`config.mk`:
```
export PLATFORM = sky130hd
export DESIGN_NAME = inst_dispatch_flat
export DESIGN_NICKNAME = d
export VERILOG_FILES = /design/src/rtl/inst_dispatch_if.sv /design/src/rtl/inst_dispatch.sv /design/src/flat_wrapper.sv
export SDC_FILE = /design/constraint.sdc
export NUM_CORES = 1
export LEC_CHECK = 0
export ABC_AREA = 1
export BUFFER_PORTS_ARGS = -buffer_cell sky130_fd_sc_hd__buf_2
export CORE_MARGIN = 1.5
export CORE_UTILIZATION = 32
export CTS_CLUSTER_DIAMETER = 80
export DETAILED_ROUTE_END_ITERATION = 8
export HOLD_SLACK_MARGIN = 0.05
export PLACE_DENSITY = 0.58
export SLEW_MARGIN = 20
export SYNTH_ARGS = -nofsm -noshare
export SYNTH_HDL_FRONTEND = slang
export SYNTH_SLANG_ARGS = --single-unit
```
`constraint.sdc`:
```
create_clock -name clk -period 4.36 [get_ports clk]
set_input_delay 0.218 -clock clk [delete_from_list [all_inputs] [get_ports clk]]
set_output_delay 0.218 -clock clk [all_outputs]
set_load 0.03 [all_outputs]
```
`src/rtl/inst_dispatch_if.sv`:
```
// inst_dispatch_if -- instruction-memory and execution-unit bus of the dispatcher.
//   imem_rd/imem_addr -> fetch request; imem_rvalid/imem_rdata <- fetch return
//   cmd_inst          -> current instruction, broadcast to every unit for decode
//   ldst_valid/ldst_ready/ldst_done, mv_valid/mv_ready/mv_done -> unit handshakes
//   eu_valid (one-hot) / eu_ready / eu_busy -> per exec unit handshake and status
// master: the dispatcher; slave: memory and units.
interface inst_dispatch_if #(
  parameter int unsigned NUM_EU      = 8,
  parameter int unsigned IMEM_ADDR_W = 12
);
  logic                   imem_rd;
  logic [IMEM_ADDR_W-1:0] imem_addr;
  logic                   imem_rvalid;
  logic [31:0]            imem_rdata;
  logic [31:0]            cmd_inst;
  logic                   ldst_valid;
  logic                   ldst_ready;
  logic                   ldst_done;
  logic                   mv_valid;
  logic                   mv_ready;
  logic                   mv_done;
  logic [NUM_EU-1:0]      eu_valid;
  logic [NUM_EU-1:0]      eu_ready;
  logic [NUM_EU-1:0]      eu_busy;

  modport master (
    output imem_rd, imem_addr, cmd_inst, ldst_valid, mv_valid, eu_valid,
    input  imem_rvalid, imem_rdata, ldst_ready, ldst_done, mv_ready, mv_done,
           eu_ready, eu_busy
  );

  modport slave (
    input  imem_rd, imem_addr, cmd_inst, ldst_valid, mv_valid, eu_valid,
    output imem_rvalid, imem_rdata, ldst_ready, ldst_done, mv_ready, mv_done,
           eu_ready, eu_busy
  );
endinterface

```
`src/rtl/inst_dispatch.sv`:
```
// inst_dispatch -- sequential instruction dispatcher.
// Fetches prog_len instructions starting at prog_base, routes each to the
// load/store unit, the move unit or one of NUM_EU exec units, and pulses done
// once every exec unit has gone idle.
// Ports:
//   clk, rst          clock; asynchronous active-high reset
//   start, abort      launch pulse (IDLE/ERROR only); synchronous kill
//   prog_base/len     first instruction address; instruction count
//   busy, done, err   running; one-cycle completion; sticky illegal unit
//   perf_cycles/stalls busy-cycle and issue-stall counters
//   bus (master)      instruction memory and unit handshakes
// Build option: define INST_DISPATCH_PERF_EN to enable the perf counters;
// otherwise both perf outputs are tied to zero.
// The interface instance must use the same NUM_EU / IMEM_ADDR_W as this module.
module inst_dispatch #(
  parameter int unsigned NUM_EU      = 8,
  parameter int unsigned IMEM_ADDR_W = 12
) (
  input  logic                   clk,
  input  logic                   rst,
  input  logic                   start,
  input  logic                   abort,
  input  logic [IMEM_ADDR_W-1:0] prog_base,
  input  logic [15:0]            prog_len,
  output logic                   busy,
  output logic                   done,
  output logic                   err,
  output logic [31:0]            perf_cycles,
  output logic [31:0]            perf_stalls,
  inst_dispatch_if.master        bus
);

  typedef enum logic [2:0] {
    IDLE, IFETCH, IWAIT, ISSUE, WAIT_DONE, DRAIN, ERROR
  } state_t;

  state_t                 state_q, state_d;
  logic [IMEM_ADDR_W-1:0] pc_q, pc_d;
  logic [15:0]            remain_q, remain_d;
  logic [31:0]            cmd_inst_q, cmd_inst_d;
  logic                   busy_q, busy_d;
  logic                   done_q, done_d;
  logic                   err_q, err_d;
  logic                   imem_rd_q, imem_rd_d;
  logic [IMEM_ADDR_W-1:0] imem_addr_q, imem_addr_d;
  logic                   ldst_valid_q, ldst_valid_d;
  logic                   mv_valid_q, mv_valid_d;
  logic [NUM_EU-1:0]      eu_valid_q, eu_valid_d;

  logic [1:0]        op;
  logic [4:0]        unit;
  logic              is_ldst, is_mv, is_eu, unit_ok;
  logic [NUM_EU-1:0] unit_oh;
  logic              sel_busy;
  logic              ldst_hs, mv_hs, eu_hs;
  logic              accept_start, advance;

  // Decode of the registered instruction
  always_comb begin
    op       = cmd_inst_q[31:30];
    unit     = cmd_inst_q[28:24];
    is_ldst  = ~op[1];
    is_mv    = (op == 2'b10);
    is_eu    = (op == 2'b11);
    unit_ok  = (32'(unit) < NUM_EU);
    unit_oh  = '0;
    sel_busy = 1'b0;
    for (int unsigned i = 0; i < NUM_EU; i++) begin
      unit_oh[i] = (32'(unit) == i);
      sel_busy   = sel_busy | (unit_oh[i] & bus.eu_busy[i]);
    end
    ldst_hs      = ldst_valid_q & bus.ldst_ready;
    mv_hs        = mv_valid_q & bus.mv_ready;
    eu_hs        = |(eu_valid_q & bus.eu_ready);
    accept_start = start & ~abort & ((state_q == IDLE) | (state_q == ERROR));
  end

  // Next state and datapath
  always_comb begin
    state_d    = state_q;
    pc_d       = pc_q;
    remain_d   = remain_q;
    cmd_inst_d = cmd_inst_q;
    err_d      = err_q;
    done_d     = 1'b0;
    advance    = 1'b0;

    if (abort) begin
      state_d = IDLE;
    end else begin
      unique case (state_q)
        IDLE, ERROR: begin
          if (accept_start) begin
            pc_d     = prog_base;
            remain_d = prog_len;
            err_d    = 1'b0;
            state_d  = (prog_len == 16'd0) ? DRAIN : IFETCH;
          end
        end
        IFETCH: state_d = IWAIT;
        IWAIT: begin
          if (bus.imem_rvalid) begin
            cmd_inst_d = bus.imem_rdata;
            state_d    = ISSUE;
          end
        end
        ISSUE: begin
          if (is_eu && !unit_ok) begin
            state_d = ERROR;
            err_d   = 1'b1;
          end else if (ldst_hs || mv_hs) begin
            state_d = WAIT_DONE;
          end else if (eu_hs) begin
            advance = 1'b1;
          end
        end
        WAIT_DONE: begin
          if ((is_ldst && bus.ldst_done) || (is_mv && bus.mv_done)) advance = 1'b1;
        end
        DRAIN: begin
          if (bus.eu_busy == '0) begin
            state_d = IDLE;
            done_d  = 1'b1;
          end
        end
        default: state_d = IDLE;
      endcase

      if (advance) begin
        pc_d     = pc_q + IMEM_ADDR_W'(1);
        remain_d = remain_q - 16'd1;
        state_d  = (remain_q > 16'd1) ? IFETCH : DRAIN;
      end
    end
  end

  // Registered outputs are derived from the next state so they line up with
  // the state they belong to. The first ISSUE cycle is a decode cycle with no
  // valid; afterwards a valid, once raised, is held until its handshake.
  always_comb begin
    busy_d       = (state_d != IDLE) && (state_d != ERROR);
    imem_rd_d    = (state_d == IFETCH);
    imem_addr_d  = imem_rd_d ? pc_d : imem_addr_q;
    ldst_valid_d = 1'b0;
    mv_valid_d   = 1'b0;
    eu_valid_d   = '0;
    if ((state_d == ISSUE) && (state_q == ISSUE)) begin
      ldst_valid_d = is_ldst;
      mv_valid_d   = is_mv;
      if (is_eu) eu_valid_d = eu_valid_q | (unit_oh & {NUM_EU{~sel_busy}});
    end
  end

  always_ff @(posedge clk or posedge rst) begin
    if (rst) begin
      state_q      <= IDLE;
      pc_q         <= '0;
      remain_q     <= '0;
      cmd_inst_q   <= '0;
      busy_q       <= 1'b0;
      done_q       <= 1'b0;
      err_q        <= 1'b0;
      imem_rd_q    <= 1'b0;
      imem_addr_q  <= '0;
      ldst_valid_q <= 1'b0;
      mv_valid_q   <= 1'b0;
      eu_valid_q   <= '0;
    end else begin
      state_q      <= state_d;
      pc_q         <= pc_d;
      remain_q     <= remain_d;
      cmd_inst_q   <= cmd_inst_d;
      busy_q       <= busy_d;
      done_q       <= done_d;
      err_q        <= err_d;
      imem_rd_q    <= imem_rd_d;
      imem_addr_q  <= imem_addr_d;
      ldst_valid_q <= ldst_valid_d;
      mv_valid_q   <= mv_valid_d;
      eu_valid_q   <= eu_valid_d;
    end
  end

`ifdef INST_DISPATCH_PERF_EN
  logic [31:0] perf_cycles_q, perf_cycles_d;
  logic [31:0] perf_stalls_q, perf_stalls_d;
  logic        sel_ready, stall;

  // A stall is an issue cycle either blocked by the target unit being busy
  // before its valid went up, or with a valid up and no ready.
  always_comb begin
    sel_ready = |(unit_oh & bus.eu_ready);
    stall = (state_q == ISSUE) &&
            ((is_eu && unit_ok && (eu_valid_q == '0) && sel_busy) ||
             (ldst_valid_q && !bus.ldst_ready) ||
             (mv_valid_q && !bus.mv_ready) ||
             ((eu_valid_q != '0) && !sel_ready));
    perf_cycles_d = perf_cycles_q;
    perf_stalls_d = perf_stalls_q;
    if (busy_q && (perf_cycles_q != '1)) perf_cycles_d = perf_cycles_q + 32'd1;
    if (stall && (perf_stalls_q != '1)) perf_stalls_d = perf_stalls_q + 32'd1;
    if (accept_start) begin
      perf_cycles_d = '0;
      perf_stalls_d = '0;
    end
  end

  always_ff @(posedge clk or posedge rst) begin
    if (rst) begin
      perf_cycles_q <= '0;
      perf_stalls_q <= '0;
    end else begin
      perf_cycles_q <= perf_cycles_d;
      perf_stalls_q <= perf_stalls_d;
    end
  end

  assign perf_cycles = perf_cycles_q;
  assign perf_stalls = perf_stalls_q;
`else
  assign perf_cycles = '0;
  assign perf_stalls = '0;
`endif

  assign busy           = busy_q;
  assign done           = done_q;
  assign err            = err_q;
  assign bus.imem_rd    = imem_rd_q;
  assign bus.imem_addr  = imem_addr_q;
  assign bus.cmd_inst   = cmd_inst_q;
  assign bus.ldst_valid = ldst_valid_q;
  assign bus.mv_valid   = mv_valid_q;
  assign bus.eu_valid   = eu_valid_q;

endmodule

```
`src/flat_wrapper.sv`:
```
// flat-port wrapper written by rule: the top's interface ports become plain ports
module inst_dispatch_flat 
#(
  parameter int unsigned NUM_EU      = 8,
  parameter int unsigned IMEM_ADDR_W = 12
)
  (clk, rst, start, abort, prog_base, prog_len, busy, done, err, perf_cycles, perf_stalls, bus_imem_rd, bus_imem_addr, bus_cmd_inst, bus_ldst_valid, bus_mv_valid, bus_eu_valid, bus_imem_rvalid, bus_imem_rdata, bus_ldst_ready, bus_ldst_done, bus_mv_ready, bus_mv_done, bus_eu_ready, bus_eu_busy);
  inst_dispatch_if #(.NUM_EU(NUM_EU), .IMEM_ADDR_W(IMEM_ADDR_W)) bus_i ();
  input  logic clk;
  input  logic rst;
  input  logic start;
  input  logic abort;
  input  logic [IMEM_ADDR_W-1:0] prog_base;
  input  logic [15:0] prog_len;
  output logic busy;
  output logic done;
  output logic err;
  output logic [31:0] perf_cycles;
  output logic [31:0] perf_stalls;
  output wire logic [$bits(bus_i.imem_rd)-1:0] bus_imem_rd;
  output wire logic [$bits(bus_i.imem_addr)-1:0] bus_imem_addr;
  output wire logic [$bits(bus_i.cmd_inst)-1:0] bus_cmd_inst;
  output wire logic [$bits(bus_i.ldst_valid)-1:0] bus_ldst_valid;
  output wire logic [$bits(bus_i.mv_valid)-1:0] bus_mv_valid;
  output wire logic [$bits(bus_i.eu_valid)-1:0] bus_eu_valid;
  input wire logic [$bits(bus_i.imem_rvalid)-1:0] bus_imem_rvalid;
  input wire logic [$bits(bus_i.imem_rdata)-1:0] bus_imem_rdata;
  input wire logic [$bits(bus_i.ldst_ready)-1:0] bus_ldst_ready;
  input wire logic [$bits(bus_i.ldst_done)-1:0] bus_ldst_done;
  input wire logic [$bits(bus_i.mv_ready)-1:0] bus_mv_ready;
  input wire logic [$bits(bus_i.mv_done)-1:0] bus_mv_done;
  input wire logic [$bits(bus_i.eu_ready)-1:0] bus_eu_ready;
  input wire logic [$bits(bus_i.eu_busy)-1:0] bus_eu_busy;
  assign bus_imem_rd = bus_i.imem_rd;
  assign bus_imem_addr = bus_i.imem_addr;
  assign bus_cmd_inst = bus_i.cmd_inst;
  assign bus_ldst_valid = bus_i.ldst_valid;
  assign bus_mv_valid = bus_i.mv_valid;
  assign bus_eu_valid = bus_i.eu_valid;
  assign bus_i.imem_rvalid = bus_imem_rvalid;
  assign bus_i.imem_rdata = bus_imem_rdata;
  assign bus_i.ldst_ready = bus_ldst_ready;
  assign bus_i.ldst_done = bus_ldst_done;
  assign bus_i.mv_ready = bus_mv_ready;
  assign bus_i.mv_done = bus_mv_done;
  assign bus_i.eu_ready = bus_eu_ready;
  assign bus_i.eu_busy = bus_eu_busy;
  inst_dispatch #(.NUM_EU(NUM_EU), .IMEM_ADDR_W(IMEM_ADDR_W)) u_core (.clk(clk), .rst(rst), .start(start), .abort(abort), .prog_base(prog_base), .prog_len(prog_len), .busy(busy), .done(done), .err(err), .perf_cycles(perf_cycles), .perf_stalls(perf_stalls), .bus(bus_i));
endmodule
```
# After elaboration in Yosys (flattened, before gate mapping)
# Index checks and enable logic that the tools add are counted.
dict set report totals {
  reg_bits 89
  word_cells 116
  in_bits 85
  output_inout_bits 122
}
dict set report classes {
  n_bitwise 26
  n_addsub 2
  muxes 33
  n_eq_ne 20
  n_reduce_logical 21
  n_lt_le_gt_ge 2
}
# cell n
set ops {}
lappend ops {{$mux 12} 4}
lappend ops {{$mux 16} 3}
lappend ops {{$mux 3} 9}
lappend ops {{$eq 5x3->1 const B} 4}
lappend ops {{$pmux 3 s6} 1}
lappend ops {{$and 8x8->8} 2}
lappend ops {{$gt 16x1->1 const B} 1}
lappend ops {{$logic_not 16->1} 1}
lappend ops {{$mux 8} 2}
lappend ops {{$sub 16x1->16 const B} 1}
lappend ops {{$add 12x1->12 const B} 1}
lappend ops {{$and 1x1->1} 12}
lappend ops {{$mux 1} 12}
lappend ops {{$eq 5x2->1 const B} 2}
lappend ops {{$eq 3x2->1 const B} 3}
lappend ops {{$eq 3x3->1 const B} 3}
lappend ops {{$logic_not 8->1} 1}
lappend ops {{$or 1x1->1} 8}
lappend ops {{$or 8x8->8} 1}
lappend ops {{$reduce_or 8->1} 1}
lappend ops {{$eq 3x1->1 const B} 2}
lappend ops {{$reduce_and 3->1} 2}
lappend ops {{$reduce_bool 2->1} 3}
lappend ops {{$eq 5x1->1 const B} 1}
lappend ops {{other kinds (14)} 24}

# Logic depth before layout (Yosys ltp)
# Gate-level depths: netlist (run 1).
dict set report logic_depth {
  depth_word 14
  depth_mapped 14
  mapped_depth_nobuf 13
}

# Worst setup path before layout (run 1)
# OpenSTA, ideal clock, no wires.
dict set report synth_timing {
  path_kind {register to register}
  start {register u_core.cmd_inst_q[31], in the netlist u_core.bus.cmd_inst[31]}
  end {register u_core.imem_addr_q[0], in the netlist u_core.bus.imem_addr[0]}
  path_stages_with_launch 14
  required_ns 4.242
  period_less_slack_ns 1.779
  slack_ns 2.581
  arrival_time_ns 1.661
  path_cell_list {dfrtp_1 -> nand2_1 -> inv_2 -> nand2_2 -> nand2_2 -> nor2_4 -> nand2_4 -> nand3_1 -> nand3_2 -> inv_2 -> nand2_2 -> buf_4 -> nand2_1 -> nand2_1}
}
dict set report synth_between {
  elab_chain_cells 9
  word_cells_on_any_way 18
}
# element line
set synth_lines {}
lappend synth_lines {{start, declared} inst_dispatch.sv:40} ;# logic [31:0] cmd_inst_q, cmd_inst_d;
lappend synth_lines {{start signal, assigned} inst_dispatch.sv:172} ;# cmd_inst_q <= cmd_inst_d;
lappend synth_lines {{$eq 2x2->1 / $not 1->1 (equally long branches)} {inst_dispatch.sv:63, inst_dispatch.sv:62}}
lappend synth_lines {{$logic_and 1x1->1} inst_dispatch.sv:118} ;# if ((is_ldst && bus.ldst_done) || (is_mv && bus.mv_done)) advance = 1'b1;
lappend synth_lines {{$logic_or 1x1->1} inst_dispatch.sv:118}
lappend synth_lines {{$mux 1} inst_dispatch.sv:118}
lappend synth_lines {{$pmux 1 s2} inst_dispatch.sv:91} ;# unique case (state_q)
lappend synth_lines {{$mux 1} inst_dispatch.sv:88} ;# if (abort) begin
lappend synth_lines {{$mux 3} inst_dispatch.sv:129} ;# if (advance) begin
lappend synth_lines {{$mux 3} inst_dispatch.sv:88}
lappend synth_lines {{$eq 3x1->1} inst_dispatch.sv:142} ;# imem_rd_d = (state_d == IFETCH);
lappend synth_lines {{end signal, assigned} inst_dispatch.sv:177} ;# imem_addr_q <= imem_addr_d;
lappend synth_lines {{end, declared} inst_dispatch.sv:45} ;# logic [IMEM_ADDR_W-1:0] imem_addr_q, imem_addr_d;
# Several ways; a longest one is shown, not always the timed one. The select of a mux whose other input is x is not followed.
# A chain may end at the register's enable or synchronous reset.

# Worst setup path in the final report (run 1)
dict set report layout_timing {
  start {register u_core.cmd_inst_q[31], in the netlist u_core.bus.cmd_inst[31]}
  end {register u_core.imem_addr_q[1], in the netlist u_core.bus.imem_addr[1]}
}
# The elaborated chain is that of the path after synthesis.

==> results.md, run 1 <==
Floorplan:
- The standard cell core area is between 0.015 and 0.02 sq mm.
- about 210 I/O pins were placed.
- Measured along the y axis, the die boundary spans ~130 microns.
- In this run the horizontal extent of the chip is between 100 and 150 microns.
- The floorplan step defined a die boundary enclosing approximately 0.018 sq mm.
- The row count is 47.
- For this configuration, the core starts out at a cell density of between 30% and 40%.

Global routing:
- The initial antenna violation count came to 0.
- The via count of the first global-routing pass is about 4.2k.
- The largest net degree at the start of global routing is 55.
- After global routing the overflow that remains totals 0.
- The first global-routing pass estimated around 21 mm of wire.
- Global routing used approximately 15% of the available tracks across all layers.

Timing:
- Setup violations remaining at the end of the flow were counted as 0.
- The count of endpoints failing hold in the final timing report was 0.
- Clock skew on the completed layout was measured at between 0.006 and 0.007 ns.
- The setup TNS after final layout is 0 ns.
- The worst slew margin relative to its limit is between 30% and 40%.
- Setup repair after global routing left no endpoint under its margin.
- The number of slew-limit violations in the final report is 0.
- For the pin with the worst max-slew slack, the measured transition is 0.956 ns.
- Of the available clock period, the critical path in the final layout requires 51.5%.
- The achievable clock frequency is roughly 450 MHz.
- The minimum period implied by the final worst setup slack is between 2 and 2.5 ns.

Cells and area:
- The final design utilization is 38.2%.
- The filler cells instantiated in the layout total 1786.
- The post-route netlist has 25.1% of its cells at a drive strength greater than 1.
- The final cell count without fillers is 1067.
- The repair_antennas step left the layout with diodes totalling 0.
- The final-stage net count is 930.
- The area growth from synthesis to layout is 17.1%.

Power:
- The power spent charging and discharging nets is between 1 and 1.5 mW.
- The part of the total power dissipated in the clock network is between 20% and 30%.
- IR analysis of the VDD net gives a maximum drop of about 220 uV.
- Power spread over the standard cell area amounts to slightly below 500 mW/mm^2.
- Internal power comes to roughly 1.8 mW.
- Per report_power, the sequential group accounts for 39.1% of the total.
- The leakage power summed over all cells is about 3.4 nW.
- The overall power consumption is 3.07 mW.
- The logic gate share of total power is 36.9%.
- In this run switching power makes up 42.1% of total power.

Clock network:
- After clock tree synthesis, the repair step resized 0 gates.
- The clock drives 89 sinks.
- The later pin in the worst-skew pair is clocked with a latency of approximately 0.35 ns.
- The cell at the root of the clock tree is sky130_fd_sc_hd__clkbuf_16.
- The longest clock path from root to sink contains 2 buffers.
- The TritonCTS clock tree is yes.
- In this run the number of H-tree levels came out at 3.
- Clock-pin slew was measured on the worst setup and hold paths at approximately 0.07 ns.
- In this run the post-CTS setup repair buffer count came out at 0.
- Clock tree synthesis inserted a total of 9 buffers.
- For this design, the CTS-stage hold fixing added 0 buffers.

Job:
- The max capacitance violation total is 0.

Yosys:
- The most instantiated flip-flop cell in the synthesis netlist is sky130_fd_sc_hd__dfrtp_1.
- After synthesis, flip-flops and latches occupy between 40% and 50% of the total area.
- The number of enable flip-flop cells after synthesis is 0.
- The fraction of the mapped netlist area in simple logic gates is between 20 and 30%.
- The per-instance average area after synthesis is approximately 7.6 sq um.
- The share of synthesized flip-flops with an asynchronous set or reset is 100%.
- The main combinational cell family by area after synthesis is simple AND/OR/NAND/NOR gates.
- The post-synthesis compound-gate area fraction is 5.81%.
- The synthesized design contains between 80 and 90 register bits.
- The mux contribution to synthesized area is between 5 and 6%.
- Of the total synthesized cell area, the portion taken by XOR and XNOR cells is under 10%.
- Counting distinct cell types in the post-synthesis netlist gives 35.
- The synthesized cell area is about 0.0054 sq mm.
- The number of warnings printed during yosys synthesis is 0.
- The adder and majority gate portion of the synthesized area is less than 1%.
- Counting every instance in the synthesized netlist gives slightly above 700.

Worst setup path:
- The required time of the critical path is between 4 and 5 ns.
- In this run the worst path has a maximum fanout of 23.
- The arrival time of the worst setup path is 2.53 ns.
- The critical path in this run is classified as flop to flop.
- The startpoint type of the worst setup path is a flop.
- STA classifies the critical path endpoint as a flop.

Detailed routing:
- For this block, the routed nets add up to approximately 13 mm of wire.
- The detailed router used layers up to and including met4.
- The DRC marker count from the first detailed-route iteration is between 200 and 250.
- For this run, design rule violations remaining after detail routing come to 0.
- Detailed routing placed a total of 590 microns of wire on met3.
- The detailed route wirelength on metal2 is 6.09 mm.
- The routed layout has ~4.6k vias.
- The pre-antenna-repair detailed-routing pass consisted of 5 iterations.
- The detail route stage leaves a number of antenna-violating nets equal to 0.
- In the routed layout, each cell is associated on average with a via count of approximately 4.3.
- For this block, wires on met1 add up to between 5 and 6 mm.
- In the final routed layout, each cell accounts on average for about 12 microns.

Outcome:
- The run finished with clean final reports.

Place:
- The placed cell count is around 1.1k.
- The detailed placer's ending HPWL is slightly below 10 mm.
- In this run the tool buffered the top-level ports with approximately 140 buffer cells.
- The weighted congestion at the end of routability-driven global placement is approximately 0.84.

Worst hold path:
- The tightest min-delay check is of the input pin to async pin type.
metrics by stage:
step                hold slack, ns  setup WS, ns  instance area (sq um)
floorplan                    0.369          1.84                   5620
global placement             0.451          2.09                   6030
detailed placement           0.453          2.06                   6030
CTS                         0.0791          2.00                   6310
global route                0.0858          1.77                   6310
finish                      0.0427          2.11                   6310
registers in the layout (all words and copies together), names as in the netlist:
name	count
u_core.bus.cmd_inst	32
u_core.bus.eu_valid	8
u_core.bus.imem_addr	12
u_core.bus.imem_rd	1
u_core.bus.ldst_valid	1
u_core.bus.mv_valid	1
u_core.busy	1
u_core.done	1
u_core.err	1
u_core.pc_q	12
u_core.remain_q	16
u_core.state_q	3
critical path, cell delays in order (launching register included):
cell and delay [ns]:
sky130_fd_sc_hd__dfrtp_1 0.42, sky130_fd_sc_hd__nand2_1 0.08, sky130_fd_sc_hd__inv_2 0.17, sky130_fd_sc_hd__nand2_2 0.12, sky130_fd_sc_hd__nand2_2 0.10, sky130_fd_sc_hd__nor2_4 0.05, sky130_fd_sc_hd__a21boi_4 0.49, sky130_fd_sc_hd__nand2_1 0.18
sky130_fd_sc_hd__nand3_2 0.14, sky130_fd_sc_hd__inv_2 0.04, sky130_fd_sc_hd__nand2_2 0.21, sky130_fd_sc_hd__nand2_1 0.09, sky130_fd_sc_hd__nand2_1 0.07
power by group through the flow:
stage | logic (mW) | clock network (mW) | registers, mW
2_1_floorplan | 0.551 | 0 | 1.51
6_report | 1.13 | 0.736 | 1.20
3_3_place_gp | 1.13 | 0 | 1.21
4_1_cts | 1.14 | 0.763 | 1.20
3_5_place_dp | 1.14 | 0 | 1.21
5_1_grt | 1.24 | 0.796 | 1.23
cell families after synthesis:
family	after synthesis
other	1
and+or+nand+nor	382
DFF	89
xor gates and xnor gates	13
AOI/OAI and AO/OA	55
muxes	25
buffers and inverters	139
adders and majority gates	3
per-layer routing:
layer	vias to the layer above	global-route usage, %
met5	-	0
met4	0	4.03
met1	2127	19.7
met2	135	25.2
met3	11	3.10
li1	2356	-
path summary, 6_finish.rpt:
check,slack [ns],to,start,cells past startpoint
max in group asynchronous,3.30,u_core.bus.imem_rd,rst,3
hold / removal,0.04,u_core.bus.cmd_inst[1],rst,2
min in group clk,0.09,u_core.bus.cmd_inst[8],bus_imem_rdata[8],2
setup reg to reg,2.11,u_core.bus.imem_addr[1],u_core.bus.cmd_inst[31],12
setup / recovery,2.11,u_core.bus.imem_addr[1],u_core.bus.cmd_inst[31],12
hold reg to reg,0.47,u_core.bus.imem_addr[8],u_core.bus.imem_addr[8],2
layout by cell type (no fill, tap or decap), types with 3 or more instances in the layout:
cell	count
sky130_fd_sc_hd__inv_1	50
sky130_fd_sc_hd__nor2_4	4
sky130_fd_sc_hd__clkbuf_16	9
sky130_fd_sc_hd__dfrtp_1	89
sky130_fd_sc_hd__o211ai_1	3
sky130_fd_sc_hd__mux2_2	25
sky130_fd_sc_hd__nand3b_1	3
sky130_fd_sc_hd__ha_1	3
sky130_fd_sc_hd__nand3_1	32
sky130_fd_sc_hd__nand2_1	226
sky130_fd_sc_hd__nor3_1	6
sky130_fd_sc_hd__nand4_1	6
sky130_fd_sc_hd__o21ai_0	39
sky130_fd_sc_hd__inv_2	5
sky130_fd_sc_hd__xor2_1	10
sky130_fd_sc_hd__clkinv_4	3
sky130_fd_sc_hd__a21oi_1	7
sky130_fd_sc_hd__nand2_2	9
sky130_fd_sc_hd__xnor2_1	3
sky130_fd_sc_hd__conb_1	64
sky130_fd_sc_hd__buf_2	142
sky130_fd_sc_hd__nor2_1	87
cells in the mapped netlist, drive strengths merged, types with 6 or more instances:
cell	n	area (sq um)
nand2	237	927
xor2	10	87.6
nor2	92	378
mux2	25	282
buf	79	582
nand4	6	37.5
nand3	34	175
a21oi	8	43.8
dfrtp	89	2230
nor3	6	30.0
inv	56	210
o21ai	40	204
area by class of cell:
type	instances	area [sq um]	share of cell area, %
Multi-Input combinational cell	542	2590	41.1
Sequential cell	89	2230	35.3
Timing Repair Buffer	143	718	11.4
Tap cell	220	275	4.36
Clock buffer	9	225	3.57
Inverter	57	215	3.41
Clock inverter	7	55.1	0.872
Power figures use the tool's default switching activity.
==> run 2, diff against run 1 <==
- clock period: 4.36 -> 2.2 ns (I/O delays scaled with it)
==> results.md, run 2 (same netlist as run 1, synthesis figures left out) <==
Timing:
- The worst-case setup margin in the final layout is 0.323 ns (-1.79 ns).
- The measured slew at the worst slew-check pin is 0.737 ns (-0.219 ns).
- The achievable clock frequency is 533 MHz (+20%).
- The share of the clock period used by the worst path came to 85.3% (+34 points).
- The count of endpoints failing hold in the final timing report is 0 (unchanged).
- The number of endpoints failing setup at the final stage is 0 (unchanged).
- The worst slew margin relative to its limit was 50.5% (+14 points).
- The setup TNS after final layout is 0 ns (unchanged).
- The largest clock skew in the final design is 0.00598 ns (-0.000854 ns).
- Setup repair after global routing left no endpoint under its margin.
- The minimum period implied by the final worst setup slack was 1.88 ns (-0.369 ns).
- The number of slew-limit violations in the final report is 0 (unchanged).

Detailed routing:
- The count of nets left with antenna violations after detail routing was 0 (unchanged).
- The DRC violations left is 0 (unchanged).
- The number of vias per cell is 4.26 (-1.9%).
- The wire length per cell is 11.8 microns (-1.6%).
- The met1 wire length is 6.03 mm (+0.63%).
- The total number of vias is 4755 (+2.7%).
- The total length of routed wires is 13.2 mm (+3.0%).
- The number of search-and-repair iterations in the first detailed-routing pass is 5 (unchanged).
- The DRC marker count from the first detailed-route iteration is 187 (-18%).
- The routed length on met3 is 642 microns (+8.8%).
- Routed signal wires occupy layers up through met4.
- The detailed route wirelength on metal2 was 6.32 mm (+3.7%).

Place:
- The weighted congestion at the end of routability-driven global placement is 0.831 (-1.2%).
- The setup slack at placement was 0.269 ns (-1.79 ns).
- The detailed placer's ending HPWL is 9.90 mm (+3.0%).
- The cell area reported after detailed placement is 0.00616 sq mm (+2.2%).
- The port buffer count is 142 (unchanged).

Floorplan:
- The total die area is 0.0176 sq mm (unchanged).
- The initial core utilization is 32.6% (unchanged).
- The die extent in x was 133 microns (unchanged).
- The height of the die came to 133 microns (unchanged).
- The number of placed I/O pins is 207 (unchanged).
- The row count was 47 (unchanged).
- The standard cell core area was 0.0165 sq mm (unchanged).

Clock network:
- The TritonCTS clock tree is yes.
- The maximum number of buffers from clock root to sink is 2 (unchanged).
- The clock sink count is 89 (unchanged).
- The clock latency on the worst-skew pair is 0.34 ns (about the same).
- The number of buffers created by CTS is 9 (unchanged).
- Clock tree synthesis selected as its root buffer the cell sky130_fd_sc_hd__clkbuf_16.
- The number of instances resized during post-cts repair is 0 (unchanged).
- The CTS clock-pin slew for the worst setup and hold paths is 0.06 ns (about the same).
- The number of H-tree branching levels is 3 (unchanged).

Worst setup path:
- The worst setup path is captured at a flop.
- The peak fanout along the critical path came to 12 (-48%).
- The arrival time of the worst setup path is 2.16 ns (-0.37 ns).
- The worst setup path is of the flop to flop kind.
- The required time of the critical path is 2.48 ns (-2.16 ns).
- The startpoint type of the worst setup path is a flop.

Power:
- The overall power consumption was 6.70 mW (+120%).
- The part of the total power dissipated in the clock network is 30.0% (+6.0 points).
- The power per cell area is 968 mW/mm^2 (+99%).
- The leakage power summed over all cells was 3.70 nW (+8.0%).
- The logic gate share of total power is 34.7% (-2.2 points).
- The power spent charging and discharging nets is 2.55 mW (+98%).
- The switching share of power came to 38.1% (-4.0 points).
- The internal power is 4.15 mW (+130%).
- The worst ir drop on vdd is 508 uV (+130%).
- The share of total power in sequential cells was 35.4% (-3.7 points).

Cells and area:
- Leaving out fill and tap cells, the most frequent cells in the layout are 226 x sky130_fd_sc_hd__nand2_1, 142 x sky130_fd_sc_hd__buf_2, 89 x sky130_fd_sc_hd__dfrtp_1, 87 x sky130_fd_sc_hd__nor2_1, 64 x sky130_fd_sc_hd__conb_1.
- The final design utilization is 41.9% (+3.7 points).
- The flip-flop count of the largest register after layout was 32 (unchanged).
- The final-stage net count is 978 (+5.2%).
- The area of all placed cells without fillers is 0.00692 sq mm (+9.6%).
- The fraction of final layout cells sized beyond drive strength 1 is 25.1% (about the same).
- The area growth from synthesis to layout is 28.4%.
- The library cell used most frequently in the layout, excluding fill and tap cells, is sky130_fd_sc_hd__nand2_1.

Global routing:
- The overflow left after global routing is 0 (unchanged).
- The total track usage was 15.5% (+0.47 points).
- The via count of the first global-routing pass is 4506 (+7.4%).
- The largest net degree at the start of global routing was 40 (-27%).
- The first-pass GRT wire length was 21.7 mm (+3.5%).
- The initial antenna violation count is 2 (+2).

Job:
- The max capacitance violation total was 0 (unchanged).

Worst hold path:
- The worst min-delay path class is input pin to flop.

Outcome:
- The flow ran to the end, and the final reports show no timing, DRC or antenna violations.
run 2: changes by cell type in the layout (fill, tap and decap cells not counted):
cell                            before  now
sky130_fd_sc_hd__inv_6               1    0
sky130_fd_sc_hd__diode_2             0    2
sky130_fd_sc_hd__clkinv_2            2    0
sky130_fd_sc_hd__buf_4               1   10
sky130_fd_sc_hd__buf_12              0    3
sky130_fd_sc_hd__clkinv_4            3    1
sky130_fd_sc_hd__dlygate4sd3_1       0   36
sky130_fd_sc_hd__bufinv_16           0    5
run 2: final timing paths:
check | from | endpoint | slack [ns] | cells after the start
worst min-delay path | bus_eu_busy[0] | u_core.done | 0.06 | 4
max in group asynchronous | rst | u_core.pc_q[1] | 0.97 | 5
worst max register to register | u_core.bus.cmd_inst[31] | u_core.bus.imem_addr[2] | 0.32 | 12
worst max-delay path | u_core.bus.cmd_inst[31] | u_core.bus.imem_addr[2] | 0.32 | 12
min in group asynchronous | rst | u_core.bus.cmd_inst[14] | 0.40 | 3
worst min register to register | u_core.bus.imem_addr[4] | u_core.bus.imem_addr[4] | 0.47 | 2
run 2: metrics by stage:
step / cells / hold slack, ns
2_1_floorplan: 770 / 0.261
3_3_place_gp: 1063 / 0.192
3_5_place_dp: 1063 / 0.195
4_1_cts: 1115 / 0.0527
5_1_grt: 1117 / 0.0683
6_report: 1117 / 0.0616
run 2: what timing repair did:
action                                 4_1_cts  5_1_grt
setup endpoints to repair                    0        0
buffers inserted                             0        0
hold buffers                                36        0
endpoints found under the hold margin       58        0
run 2: power groups by stage:
| stage | clock network, mW | registers, mW | logic [mW] |
|---|---|---|---|
| after CTS | 2.07 | 2.37 | 2.34 |
| after global routing | 2.13 | 2.43 | 2.54 |
| final | 2.01 | 2.37 | 2.32 |
| after global placement | 0 | 2.39 | 2.27 |
| after detailed placement | 0 | 2.39 | 2.29 |
| after floorplan | 0 | 3.00 | 1.09 |
run 2: routing by layer:
metal	vias to the layer above	GRT usage, %
li1	2453	-
met1	2154	20.2
met2	135	25.6
met3	13	3.37
met4	0	5.13
met5	-	0
run 2: cell type report:
| cell class | count | area (sq um) |
|---|---|---|
| Antenna cell | 2 | 5.00 |
| Fill cell | 1731 | 9610 |
| Multi-Input combinational cell | 542 | 2590 |
| Clock buffer | 9 | 225 |
| Clock inverter | 7 | 166 |
| Tap cell | 220 | 275 |
| Timing Repair Buffer | 191 | 1210 |
| Sequential cell | 89 | 2230 |
| Inverter | 57 | 218 |
run 2: worst max-delay path: stages (launching register included):
cell and delay [ns]:
sky130_fd_sc_hd__dfrtp_1 0.41, sky130_fd_sc_hd__nand2_1 0.08, sky130_fd_sc_hd__inv_2 0.14, sky130_fd_sc_hd__nand2_2 0.10, sky130_fd_sc_hd__nand2_2 0.10, sky130_fd_sc_hd__nor2_4 0.05
sky130_fd_sc_hd__a21boi_4 0.24, sky130_fd_sc_hd__nand2_1 0.13, sky130_fd_sc_hd__nand3_2 0.12, sky130_fd_sc_hd__inv_2 0.04, sky130_fd_sc_hd__nand2_2 0.22, sky130_fd_sc_hd__nand2_1 0.09
sky130_fd_sc_hd__nand2_1 0.08
